## config.mk

```make
export PLATFORM = sky130hd
export DESIGN_NAME = wb_arbiter_4
export DESIGN_NICKNAME = d
export VERILOG_FILES = /design/src/rtl/wb_arb_pkg.sv /design/src/rtl/wb_rr_pick.sv /design/src/rtl/wb_arbiter_4.sv
export SDC_FILE = /design/constraint.sdc
export NUM_CORES = 1
export LEC_CHECK = 0
export BUFFER_PORTS_ARGS = -buffer_cell sky130_fd_sc_hd__clkbuf_2
export CAP_MARGIN = 15
export CORE_AREA = 2 2 208 210
export DETAILED_ROUTE_END_ITERATION = 16
export DIE_AREA = 0 0 210 212
export GPL_TIMING_DRIVEN = 0
export SLEW_MARGIN = 20
export SYNTH_ARGS = -nofsm -noshare
export SYNTH_HDL_FRONTEND = slang
export SYNTH_SLANG_ARGS = --single-unit
```

## constraint.sdc

```tcl
create_clock -name clk -period 3.2 [get_ports clk]
set_clock_uncertainty 0.05 [all_clocks]
set_input_delay 0.16 -clock clk [delete_from_list [all_inputs] [get_ports clk]]
set_output_delay 0.16 -clock clk [all_outputs]
set_load 0.02 [all_outputs]
```

## src/rtl/wb_arb_pkg.sv

```systemverilog
// Shared types and helpers for the Wishbone round-robin arbiters.
package wb_arb_pkg;

  localparam int ARB_NUM_MASTERS = 4;

  typedef enum logic {ARB_IDLE, ARB_GRANT} arb_state_t;
  typedef logic [1:0] arb_idx_t;

  // Master index reached by stepping 'off' places past 'base', wrapping at 4.
  function automatic arb_idx_t arb_rr_next(input arb_idx_t base, input int unsigned off);
    return arb_idx_t'(base + arb_idx_t'(off));
  endfunction

endpackage

```

## src/rtl/wb_rr_pick.sv

```systemverilog
// Combinational round-robin picker: first requester after last_idx, wrapping.
module wb_rr_pick
  import wb_arb_pkg::*;
(
  input  logic [ARB_NUM_MASTERS-1:0] req,
  input  arb_idx_t                   last_idx,
  output logic                       valid,
  output arb_idx_t                   idx
);

  // Scan last_idx+1 .. last_idx+4 and keep the first active request.
  always_comb begin
    valid = 1'b0;
    idx   = '0;
    for (int unsigned off = 1; off <= ARB_NUM_MASTERS; off++) begin
      if (!valid && req[arb_rr_next(last_idx, off)]) begin
        valid = 1'b1;
        idx   = arb_rr_next(last_idx, off);
      end
    end
  end

endmodule

```

## src/rtl/wb_arbiter_4.sv

```systemverilog
// Wishbone 4-master -> 1-slave round-robin arbiter. A grant is held for the
// whole master cycle (cyc_i high); one dead IDLE cycle separates tenures.
// Optional slave watchdog: define WB_ARB_TIMEOUT_EN.
module wb_arbiter_4
  import wb_arb_pkg::*;
#(
  parameter int DATA_WIDTH     = 32,
  parameter int ADDR_WIDTH     = 32,
  parameter int SELECT_WIDTH   = DATA_WIDTH / 8,
  parameter int TIMEOUT_CYCLES = 255
) (
  input  logic                    clk,
  input  logic                    rst_n,

  input  logic [ADDR_WIDTH-1:0]   wb_master0_adr_i,
  input  logic [DATA_WIDTH-1:0]   wb_master0_dat_i,
  output logic [DATA_WIDTH-1:0]   wb_master0_dat_o,
  input  logic                    wb_master0_we_i,
  input  logic [SELECT_WIDTH-1:0] wb_master0_sel_i,
  input  logic                    wb_master0_stb_i,
  input  logic                    wb_master0_cyc_i,
  output logic                    wb_master0_ack_o,
  output logic                    wb_master0_err_o,
  output logic                    wb_master0_rty_o,

  input  logic [ADDR_WIDTH-1:0]   wb_master1_adr_i,
  input  logic [DATA_WIDTH-1:0]   wb_master1_dat_i,
  output logic [DATA_WIDTH-1:0]   wb_master1_dat_o,
  input  logic                    wb_master1_we_i,
  input  logic [SELECT_WIDTH-1:0] wb_master1_sel_i,
  input  logic                    wb_master1_stb_i,
  input  logic                    wb_master1_cyc_i,
  output logic                    wb_master1_ack_o,
  output logic                    wb_master1_err_o,
  output logic                    wb_master1_rty_o,

  input  logic [ADDR_WIDTH-1:0]   wb_master2_adr_i,
  input  logic [DATA_WIDTH-1:0]   wb_master2_dat_i,
  output logic [DATA_WIDTH-1:0]   wb_master2_dat_o,
  input  logic                    wb_master2_we_i,
  input  logic [SELECT_WIDTH-1:0] wb_master2_sel_i,
  input  logic                    wb_master2_stb_i,
  input  logic                    wb_master2_cyc_i,
  output logic                    wb_master2_ack_o,
  output logic                    wb_master2_err_o,
  output logic                    wb_master2_rty_o,

  input  logic [ADDR_WIDTH-1:0]   wb_master3_adr_i,
  input  logic [DATA_WIDTH-1:0]   wb_master3_dat_i,
  output logic [DATA_WIDTH-1:0]   wb_master3_dat_o,
  input  logic                    wb_master3_we_i,
  input  logic [SELECT_WIDTH-1:0] wb_master3_sel_i,
  input  logic                    wb_master3_stb_i,
  input  logic                    wb_master3_cyc_i,
  output logic                    wb_master3_ack_o,
  output logic                    wb_master3_err_o,
  output logic                    wb_master3_rty_o,

  output logic [ADDR_WIDTH-1:0]   wb_slave_adr_o,
  output logic [DATA_WIDTH-1:0]   wb_slave_dat_o,
  output logic                    wb_slave_we_o,
  output logic [SELECT_WIDTH-1:0] wb_slave_sel_o,
  output logic                    wb_slave_stb_o,
  output logic                    wb_slave_cyc_o,
  input  logic [DATA_WIDTH-1:0]   wb_slave_dat_i,
  input  logic                    wb_slave_ack_i,
  input  logic                    wb_slave_err_i,
  input  logic                    wb_slave_rty_i
);

  logic [ARB_NUM_MASTERS-1:0][ADDR_WIDTH-1:0]   m_adr;
  logic [ARB_NUM_MASTERS-1:0][DATA_WIDTH-1:0]   m_dat_i;
  logic [ARB_NUM_MASTERS-1:0][SELECT_WIDTH-1:0] m_sel;
  logic [ARB_NUM_MASTERS-1:0]                   m_we;
  logic [ARB_NUM_MASTERS-1:0]                   m_stb;
  logic [ARB_NUM_MASTERS-1:0]                   m_cyc;
  logic [ARB_NUM_MASTERS-1:0][DATA_WIDTH-1:0]   m_dat_o;
  logic [ARB_NUM_MASTERS-1:0]                   m_ack;
  logic [ARB_NUM_MASTERS-1:0]                   m_err;
  logic [ARB_NUM_MASTERS-1:0]                   m_rty;

  arb_state_t state, state_nxt;
  arb_idx_t   grant_idx, grant_nxt;
  arb_idx_t   last_idx, last_nxt;
  logic       pick_valid;
  arb_idx_t   pick_idx;
  logic       granted;
  logic       stall;
  logic       to_fire;

  assign m_adr   = {wb_master3_adr_i, wb_master2_adr_i, wb_master1_adr_i, wb_master0_adr_i};
  assign m_dat_i = {wb_master3_dat_i, wb_master2_dat_i, wb_master1_dat_i, wb_master0_dat_i};
  assign m_sel   = {wb_master3_sel_i, wb_master2_sel_i, wb_master1_sel_i, wb_master0_sel_i};
  assign m_we    = {wb_master3_we_i,  wb_master2_we_i,  wb_master1_we_i,  wb_master0_we_i};
  assign m_stb   = {wb_master3_stb_i, wb_master2_stb_i, wb_master1_stb_i, wb_master0_stb_i};
  assign m_cyc   = {wb_master3_cyc_i, wb_master2_cyc_i, wb_master1_cyc_i, wb_master0_cyc_i};

  assign wb_master0_dat_o = m_dat_o[0];
  assign wb_master1_dat_o = m_dat_o[1];
  assign wb_master2_dat_o = m_dat_o[2];
  assign wb_master3_dat_o = m_dat_o[3];
  assign wb_master0_ack_o = m_ack[0];
  assign wb_master1_ack_o = m_ack[1];
  assign wb_master2_ack_o = m_ack[2];
  assign wb_master3_ack_o = m_ack[3];
  assign wb_master0_err_o = m_err[0];
  assign wb_master1_err_o = m_err[1];
  assign wb_master2_err_o = m_err[2];
  assign wb_master3_err_o = m_err[3];
  assign wb_master0_rty_o = m_rty[0];
  assign wb_master1_rty_o = m_rty[1];
  assign wb_master2_rty_o = m_rty[2];
  assign wb_master3_rty_o = m_rty[3];

  wb_rr_pick u_pick (
    .req      (m_cyc),
    .last_idx (last_idx),
    .valid    (pick_valid),
    .idx      (pick_idx)
  );

  // Outputs are gated by rst_n as well as state so they drop the instant reset asserts.
  assign granted = rst_n && (state == ARB_GRANT);
  assign stall   = granted && m_cyc[grant_idx] && m_stb[grant_idx] &&
                   !(wb_slave_ack_i || wb_slave_err_i || wb_slave_rty_i);

`ifdef WB_ARB_TIMEOUT_EN
  localparam logic [15:0] TO_LIMIT = 16'(TIMEOUT_CYCLES - 1);
  logic [15:0] to_cnt;

  assign to_fire = stall && (to_cnt == TO_LIMIT);

  // Count consecutive stalled strobe cycles; any response, idle strobe or a fired timeout clears it.
  always_ff @(posedge clk or negedge rst_n) begin
    if (!rst_n) begin
      to_cnt <= '0;
    end else if (stall && !to_fire) begin
      to_cnt <= to_cnt + 16'd1;
    end else begin
      to_cnt <= '0;
    end
  end
`else
  // No watchdog: the limit is at least 1, so this is constant low.
  assign to_fire = (TIMEOUT_CYCLES == 0);
`endif

  // Arbiter state and grant registers.
  always_ff @(posedge clk or negedge rst_n) begin
    if (!rst_n) begin
      state     <= ARB_IDLE;
      grant_idx <= '0;
      last_idx  <= 2'd3;
    end else begin
      state     <= state_nxt;
      grant_idx <= grant_nxt;
      last_idx  <= last_nxt;
    end
  end

  // Next state: grant on any request in IDLE, release when the owner drops cyc.
  always_comb begin
    state_nxt = state;
    grant_nxt = grant_idx;
    last_nxt  = last_idx;
    case (state)
      ARB_IDLE: begin
        if (pick_valid) begin
          grant_nxt = pick_idx;
          state_nxt = ARB_GRANT;
        end
      end
      ARB_GRANT: begin
        if (!m_cyc[grant_idx]) begin
          last_nxt  = grant_idx;
          state_nxt = ARB_IDLE;
        end
      end
      default: state_nxt = ARB_IDLE;
    endcase
  end

  // Route the owner's request to the slave and the slave's response back to the owner only.
  always_comb begin
    wb_slave_adr_o = '0;
    wb_slave_dat_o = '0;
    wb_slave_we_o  = 1'b0;
    wb_slave_sel_o = '0;
    wb_slave_stb_o = 1'b0;
    wb_slave_cyc_o = 1'b0;
    m_dat_o        = '0;
    m_ack          = '0;
    m_err          = '0;
    m_rty          = '0;
    if (granted) begin
      wb_slave_adr_o     = m_adr[grant_idx];
      wb_slave_dat_o     = m_dat_i[grant_idx];
      wb_slave_we_o      = m_we[grant_idx];
      wb_slave_sel_o     = m_sel[grant_idx];
      wb_slave_cyc_o     = m_cyc[grant_idx] && !to_fire;
      wb_slave_stb_o     = m_cyc[grant_idx] && m_stb[grant_idx] && !to_fire;
      m_dat_o[grant_idx] = wb_slave_dat_i;
      m_ack[grant_idx]   = wb_slave_ack_i;
      m_err[grant_idx]   = wb_slave_err_i || to_fire;
      m_rty[grant_idx]   = wb_slave_rty_i;
    end
  end

endmodule

```

==> impl_metrics.py, run 1 <==
metrics = {
    "yosys": {
        "synth_top_area_share_pct": 46.6,
        "yosysSeqAreaShare_pct": 3.72,
        "synthCells": 400,
        "synth_top_cell_by_area": "mux4_2",
        "mappedNetlistNets": 721,
        "synth_area_um2": 3430,
        "synth_area_leaders": "mux4_2 47%, and2_1 19%, nor2_1 12%",
        "yosysWarnings": 0,
        "syn_avg_cell_area_um2": 8.59,
        "ys_types": 32,
        "synth-seq-cells": 5,
    },
    "run": {
        "maxCapViolCount": 0,
    },
    "place": {
        "gp_congestion": 1.03,
        "post-place-cells": 1477,
        "post-dp-hpwl_mm": 21.2,
        "numPortBuffers": 531,
    },
    "cts": {
        "cts.reportedPaths.clkPinSlew_ns": 0.03,
        "postCtsSetupRepairBufs": 0,
        "insertion_delay_ns": 0.23,
        "cts_resized": 0,
        "htreeDepth": 1,
        "numCtsBuffers": 3,
        "cts_tree": "done",
        "cts.path.max_buffers": 2,
        "cts_hold_buf": 1,
        "cts-root-buf": "clkbuf_16",
        "cts_sinks": 5,
    },
    "cells_and_area": {
        "stdcell_count": 1491,
        "drive_gt1_share_pct": 68.9,
        "fillCellCount": 4856,
        "synthToLayoutAreaGrowth_pct": 101,
        "utilization_pct": 16.2,
        "nets": 1258,
    },
    "die": {
        "core_um2": 42500,
        "die_h_um": 212,
        "ios": 532,
        "die-area_um2": 44500,
        "rows": 76,
        "chipWidth_um": 210,
        "start_util_pct": 8.08,
    },
    "power_and_ir_drop": {
        "irDropWorstVdd_v": 0.000606,
        "finalPower_w": 0.00434,
        "leakagePower_nw": 3.61,
        "power_density_nw_per_um2": 630,
    },
    "timing": {
        "post-route-period-util_pct": 87.7,
        "slew_violations": 0,
        "finalSetupViolCount": 0,
        "rsz0062_at_grt": "no",
        "tightest_slew_ns": 0.523,
        "fin_setup_tns_ns": 0,
        "period_minus_slack_ns": 2.81,
        "finalHoldViolations": 0,
        "hold_ws_ns": 0.232,
        "fmax_ghz": 0.356,
        "relSlewSlack_pct": 65.2,
    },
    "global_routing": {
        "grt_max_degree": 11,
        "grt_pass1_vias": 5242,
        "grt_pass1_wl_mm": 32.0,
        "antenna_found_initial": 10,
        "grt_use_total_pct": 9.66,
        "grt-ovfl-total": 0,
    },
    "drt": {
        "drtPass1Iterations": 4,
        "post_drt_via_cell_ratio": 3.71,
        "avgRoutedWirePerCell_um": 15.8,
        "drc": 0,
        "ant_nets": 0,
        "vias": 5532,
        "drt_wl_total_mm": 23.6,
        "drtIter0Drc": 296,
    },
    "setup_path": {
        "path_max_fanout": 10,
        "arrival_ns": 2.60,
        "timing.setup.critical_path_class": "in -> out",
        "cp.required_ns": 2.99,
        "start_kind": "input pin",
        "ff2ff_setup_slack_ns": 1.63,
        "setup.worst_path.end_class": "output pin",
    },
    "status": {
        "outcome": "completed",
    },
    "min_path": {
        "hold_class": "in -> reg",
    },
}
-- per-stage QoR --
| step | area, um2 | setup WS, ns |
|---|---|---|
| after detailed placement | 6780 | 0.755 |
| after CTS | 6860 | 0.299 |
| after global routing | 6880 | 0.233 |
| after floorplan | 3430 | 1.44 |
| final | 6890 | 0.395 |
| after global placement | 6780 | 0.707 |
-- Yosys cell counts (all sizes together) --
cell / instances
dfrtp: 3
nand2b: 2
mux2i: 1
a21oi: 4
nand2: 37
mux2: 1
dfstp: 2
a31oi: 1
a21o: 1
a22oi: 1
and3: 2
or2: 1
buf: 30
nand3: 1
o41ai: 1
clkbuf: 16
nor2b: 1
and2: 106
mux4: 71
o221a: 1
nand4b: 1
o22ai: 1
o22a: 1
o21ai: 1
nor3b: 2
inv: 3
nor2: 108
-- cell type report --
cell class | count | area, um2 | area share (%)
well taps | 546 | 683 | 9.92
diodes | 9 | 22.5 | 0.327
clock buffers | 4 | 78.8 | 1.14
plain buffers | 46 | 309 | 4.49
multi-input cells | 346 | 2990 | 43.4
flip-flops and latches | 5 | 128 | 1.85
inverters | 3 | 11.3 | 0.164
repair buffers | 532 | 2670 | 38.7
-- worst paths after layout --
check,startpoint,to,cells past startpoint
setup / recovery,rst_n,wb_slave_dat_o[28],8
hold / removal,wb_master3_cyc_i,grant_idx[0],3
setup reg to reg,grant_idx[1],last_idx[0],3
hold reg to reg,state,state,1
max in group asynchronous,rst_n,last_idx[0],2
min in group asynchronous,rst_n,state,2
-- layout by cell type (no fill, tap or decap), drive strengths merged --
master	Yosys	routed
a22oi	1	1
a31oi	1	1
nand4b	1	1
buf	30	30
clkbuf	16	551
nor3b	2	2
dfstp	2	2
nand2	37	37
a21oi	4	4
mux2	1	1
nand2b	2	2
a21o	1	1
or2	1	1
o22ai	1	1
o21ai	1	1
nor2b	1	1
dfrtp	3	3
and3	2	2
nand3	1	1
nor2	108	108
mux4	71	71
and2	106	106
mux2i	1	1
o22a	1	1
o41ai	1	1
dlygate4sd3	0	1
o221a	1	1
inv	3	3
diode	0	9
-- routing by layer --
metal	track usage, %	wire [um]
met4	2.91	515
met3	2.56	2080
met5	2.00	22
met1	11.7	9430
met2	16.5	11600
-- registers in the layout, indices dropped and copies added, names as in the netlist --
name / count
state: 1
grant_idx: 2
last_idx: 2
-- power breakdown --
part	leakage (nW)	internal [W]	total, W	switching (W)
clock	0.0382	0.000165	0.000204	0.0000393
combinational	3.51	0.00174	0.00401	0.00227
sequential	0.0555	0.000104	0.000127	0.0000236
-- critical path, cell delays in order --
cell	delay, ns
dlygate4sd3_1	0.55
clkbuf_2	0.19
and2_1	0.14
clkbuf_2	0.37
buf_2	0.35
clkbuf_1	0.36
and2_1	0.27
clkbuf_2	0.19
-- cells by family after synthesis --
| kind of cell | after synthesis | synth area share [%] |
|---|---|---|
| muxes | 73 | 47.3 |
| buffers and inverters | 49 | 9.33 |
| AOI/OAI and AO/OA | 12 | 2.37 |
| DFF | 5 | 3.72 |
| and+or+nand+nor | 261 | 37.3 |
Note: power is estimated with default switching activity, not from simulation.
==> run 2, diff against run 1 <==
--- a/config.mk
+++ b/config.mk
@@ -7,10 +7,11 @@
 export LEC_CHECK = 0
 export BUFFER_PORTS_ARGS = -buffer_cell sky130_fd_sc_hd__clkbuf_2
 export CAP_MARGIN = 15
-export CORE_AREA = 2 2 208 210
+export CORE_AREA = 2 2 209 211
 export DETAILED_ROUTE_END_ITERATION = 16
-export DIE_AREA = 0 0 210 212
+export DIE_AREA = 0 0 211 213
 export GPL_TIMING_DRIVEN = 0
+export PLACE_DENSITY = 0.43
 export SLEW_MARGIN = 20
 export SYNTH_ARGS = -nofsm -noshare
 export SYNTH_HDL_FRONTEND = slang
==> constraint.sdc (replaced) <==
create_clock -name clk -period 2.8 [get_ports clk]
set_clock_uncertainty 0.05 [all_clocks]
set_input_delay 0.14 -clock clk [delete_from_list [all_inputs] [get_ports clk]]
set_output_delay 0.14 -clock clk [all_outputs]
set_load 0.02 [all_outputs]
==> run 2 against run 1 <==
Effect of this change: setup slack got worse by 0.018 ns; hold slack got worse by 0.0086 ns; combinational power is 15% higher; non-clock buffer count shrank 1; sequential power up 12%; critical endpoint is now wb_master0_dat_o[13]; highest routed layer unchanged.
==> impl_metrics.py, run 2 (synthesis gave the netlist of run 1 again) <==
metrics = {
    "drt": {
        "drtPass1Iterations": 4,
        "avgRoutedWirePerCell_um": 18.3,
        "drc": 0,
        "ant_nets": 0,
        "drtIter0Drc": 190,
        "drt_wl_total_mm": 27.1,
        "vias": 5407,
        "post_drt_via_cell_ratio": 3.65,
    },
    "die": {
        "die_h_um": 213,
        "chipWidth_um": 211,
        "core_um2": 42700,
        "start_util_pct": 8.04,
        "rows": 76,
        "ios": 532,
        "die-area_um2": 44900,
    },
    "power_and_ir_drop": {
        "leakagePower_nw": 3.61,
        "p_sw_share_pct": 54.2,
        "p_switching_w": 0.00271,
        "sequentialPowerShare_pct": 2.8,
        "p_clk_share_pct": 4.6,
        "p_int_w": 0.00229,
        "p_comb_share_pct": 92.5,
        "power_density_nw_per_um2": 729,
        "irDropWorstVdd_v": 0.000360,
    },
    "timing": {
        "fmax_ghz": 0.413,
        "fin_setup_tns_ns": 0,
        "finalSetupViolCount": 0,
        "slew_violations": 0,
        "finalHoldViolations": 0,
        "tightest_slew_ns": 0.573,
        "post-route-period-util_pct": 86.6,
        "period_minus_slack_ns": 2.42,
        "rsz0062_at_grt": "no",
        "relSlewSlack_pct": 61.8,
    },
    "setup_path": {
        "timing.setup.critical_path_class": "reg -> out",
        "cp.depth": 7,
        "rr_worst_depth": 3,
        "cp_slowest_stage_delay_ns": 0.41,
        "ff2ff_setup_slack_ns": 1.27,
        "path_max_fanout": 19,
        "cp_slowest_cell": "dfrtp_1",
        "cp.required_ns": 2.61,
        "path_cells": "and2_1 -> clkbuf_2 -> clkbuf_4 -> buf_4 -> nand2_1 -> nor2_1 -> clkbuf_2",
        "path_delay_family": "buffers and inverters",
        "arrival_ns": 2.23,
        "path_buf_inv": 4,
        "r2r-start": "grant_idx[1]",
        "cpMostUsedCell": "clkbuf_2",
        "start_kind": "flop",
        "setup.worst_path.end_class": "output pin",
        "worstReg2RegEnd": "last_idx[0]",
    },
    "global_routing": {
        "grt_max_degree": 20,
        "grt_pass1_wl_mm": 36.5,
        "grt_use_total_pct": 11.2,
        "grt-ovfl-total": 0,
        "antenna_found_initial": 8,
        "grt_pass1_vias": 5465,
    },
    "cts": {
        "cts_tree": "done",
        "htreeDepth": 1,
        "insertion_delay_ns": 0.22,
        "cts.path.max_buffers": 2,
        "cts-root-buf": "clkbuf_16",
        "cts_sinks": 5,
        "cts.reportedPaths.clkPinSlew_ns": 0.03,
        "numCtsBuffers": 3,
    },
    "place": {
        "numPortBuffers": 531,
        "gp_congestion": 0.959,
        "post-place-cells": 1477,
        "post-dp-hpwl_mm": 24.7,
    },
    "cells_and_area": {
        "drive_gt1_share_pct": 69.0,
        "layout_commonest_cell": "clkbuf_2",
        "synthToLayoutAreaGrowth_pct": 100,
        "fillCellCount": 4936,
        "nets": 1257,
        "final_cell_mix": "535 x clkbuf_2, 108 x nor2_1, 106 x and2_1",
        "top_regs": "grant_idx x2, last_idx x2, state x1",
        "stdcell_count": 1483,
    },
    "status": {
        "outcome": "completed",
    },
    "min_path": {
        "holdPathStages": 3,
        "min_delay_worst_endpoint": "grant_idx[0]",
        "hold_class": "in -> reg",
        "min_from": "wb_master3_cyc_i",
    },
    "run": {
        "maxCapViolCount": 0,
    },
}
==> run 2: changes by cell type in the layout (fill, tap and decap cells not counted) <==
cell	change
clkbuf_4	+1
diode_2	-7
clkbuf_1	-1
buf_2	-1
==> run 2: area by class of cell <==
cell class	instances	area [um2]	area share, %
sequential	5	128	1.86
multi-input combinational	346	2990	43.5
antenna	2	5.00	0.0729
buffer	45	308	4.48
inverter	3	11.3	0.164
timing repair buffer	532	2670	38.8
tap	546	683	9.95
clock buffer	4	78.8	1.15
==> run 2: worst min-delay path, delay by kind of cell <==
family | cells | cell delay [ns]
buffers and inverters | 1 | 0.14
AND/OR/NAND/NOR | 1 | 0.09
AO/OA/AOI/OAI | 1 | 0.08
==> run 2: repair_timing <==
item                       4_1_cts  5_1_grt
setup buffers                    0        0
hold buffers                     1        0
hold endpoints to repair         5        0
pin swaps                        0        0
gates resized for setup          0        1
setup endpoints to repair        2        2
==> run 2: metal layers <==
layer	up-vias	GRT usage [%]	wire, um
li1	2480	-	-
met1	2577	14.0	11200
met2	312	19.6	13300
met3	28	3.00	2230
met4	10	1.51	340
met5	-	0	69
==> run 2: metrics by stage <==
| step | utilization [%] | cell area (um2) | total power, W | setup slack [ns] | hold slack [ns] |
|---|---|---|---|---|---|
| after floorplan | - | 3430 | 0.00326 | 1.06 | -0.206 |
| after global placement | 15.9 | 6780 | 0.00487 | 0.177 | -0.0794 |
| after detailed placement | 15.9 | 6780 | 0.00487 | 0.177 | -0.0797 |
| after CTS | 16.1 | 6860 | 0.00511 | 0.142 | 0.219 |
| after global routing | 16.1 | 6860 | 0.00539 | 0.115 | 0.251 |
| final | 16.1 | 6870 | 0.00501 | 0.376 | 0.224 |
==> run 2: worst max path at each step <==
| stage | to | slack (ns) | start |
|---|---|---|---|
| finish | wb_master0_dat_o[13] | 0.38 | state |
| global route | wb_master1_dat_o[13] | 0.12 | state |
| CTS | wb_master2_dat_o[15] | 0.14 | state |
| detailed placement | wb_slave_dat_o[29] | 0.18 | state |
| global placement | wb_slave_dat_o[29] | 0.18 | state |
| floorplan | wb_master0_dat_o[10] | 1.06 | grant_idx[0] |
==> run 2: power by group through the flow <==
stage               logic (W)  clock network, W  registers [W]
floorplan             0.00312                 0       0.000138
global placement      0.00472                 0       0.000146
detailed placement    0.00472                 0       0.000144
CTS                   0.00473          0.000237       0.000144
global route          0.00500          0.000245       0.000147
finish                0.00463          0.000231       0.000142
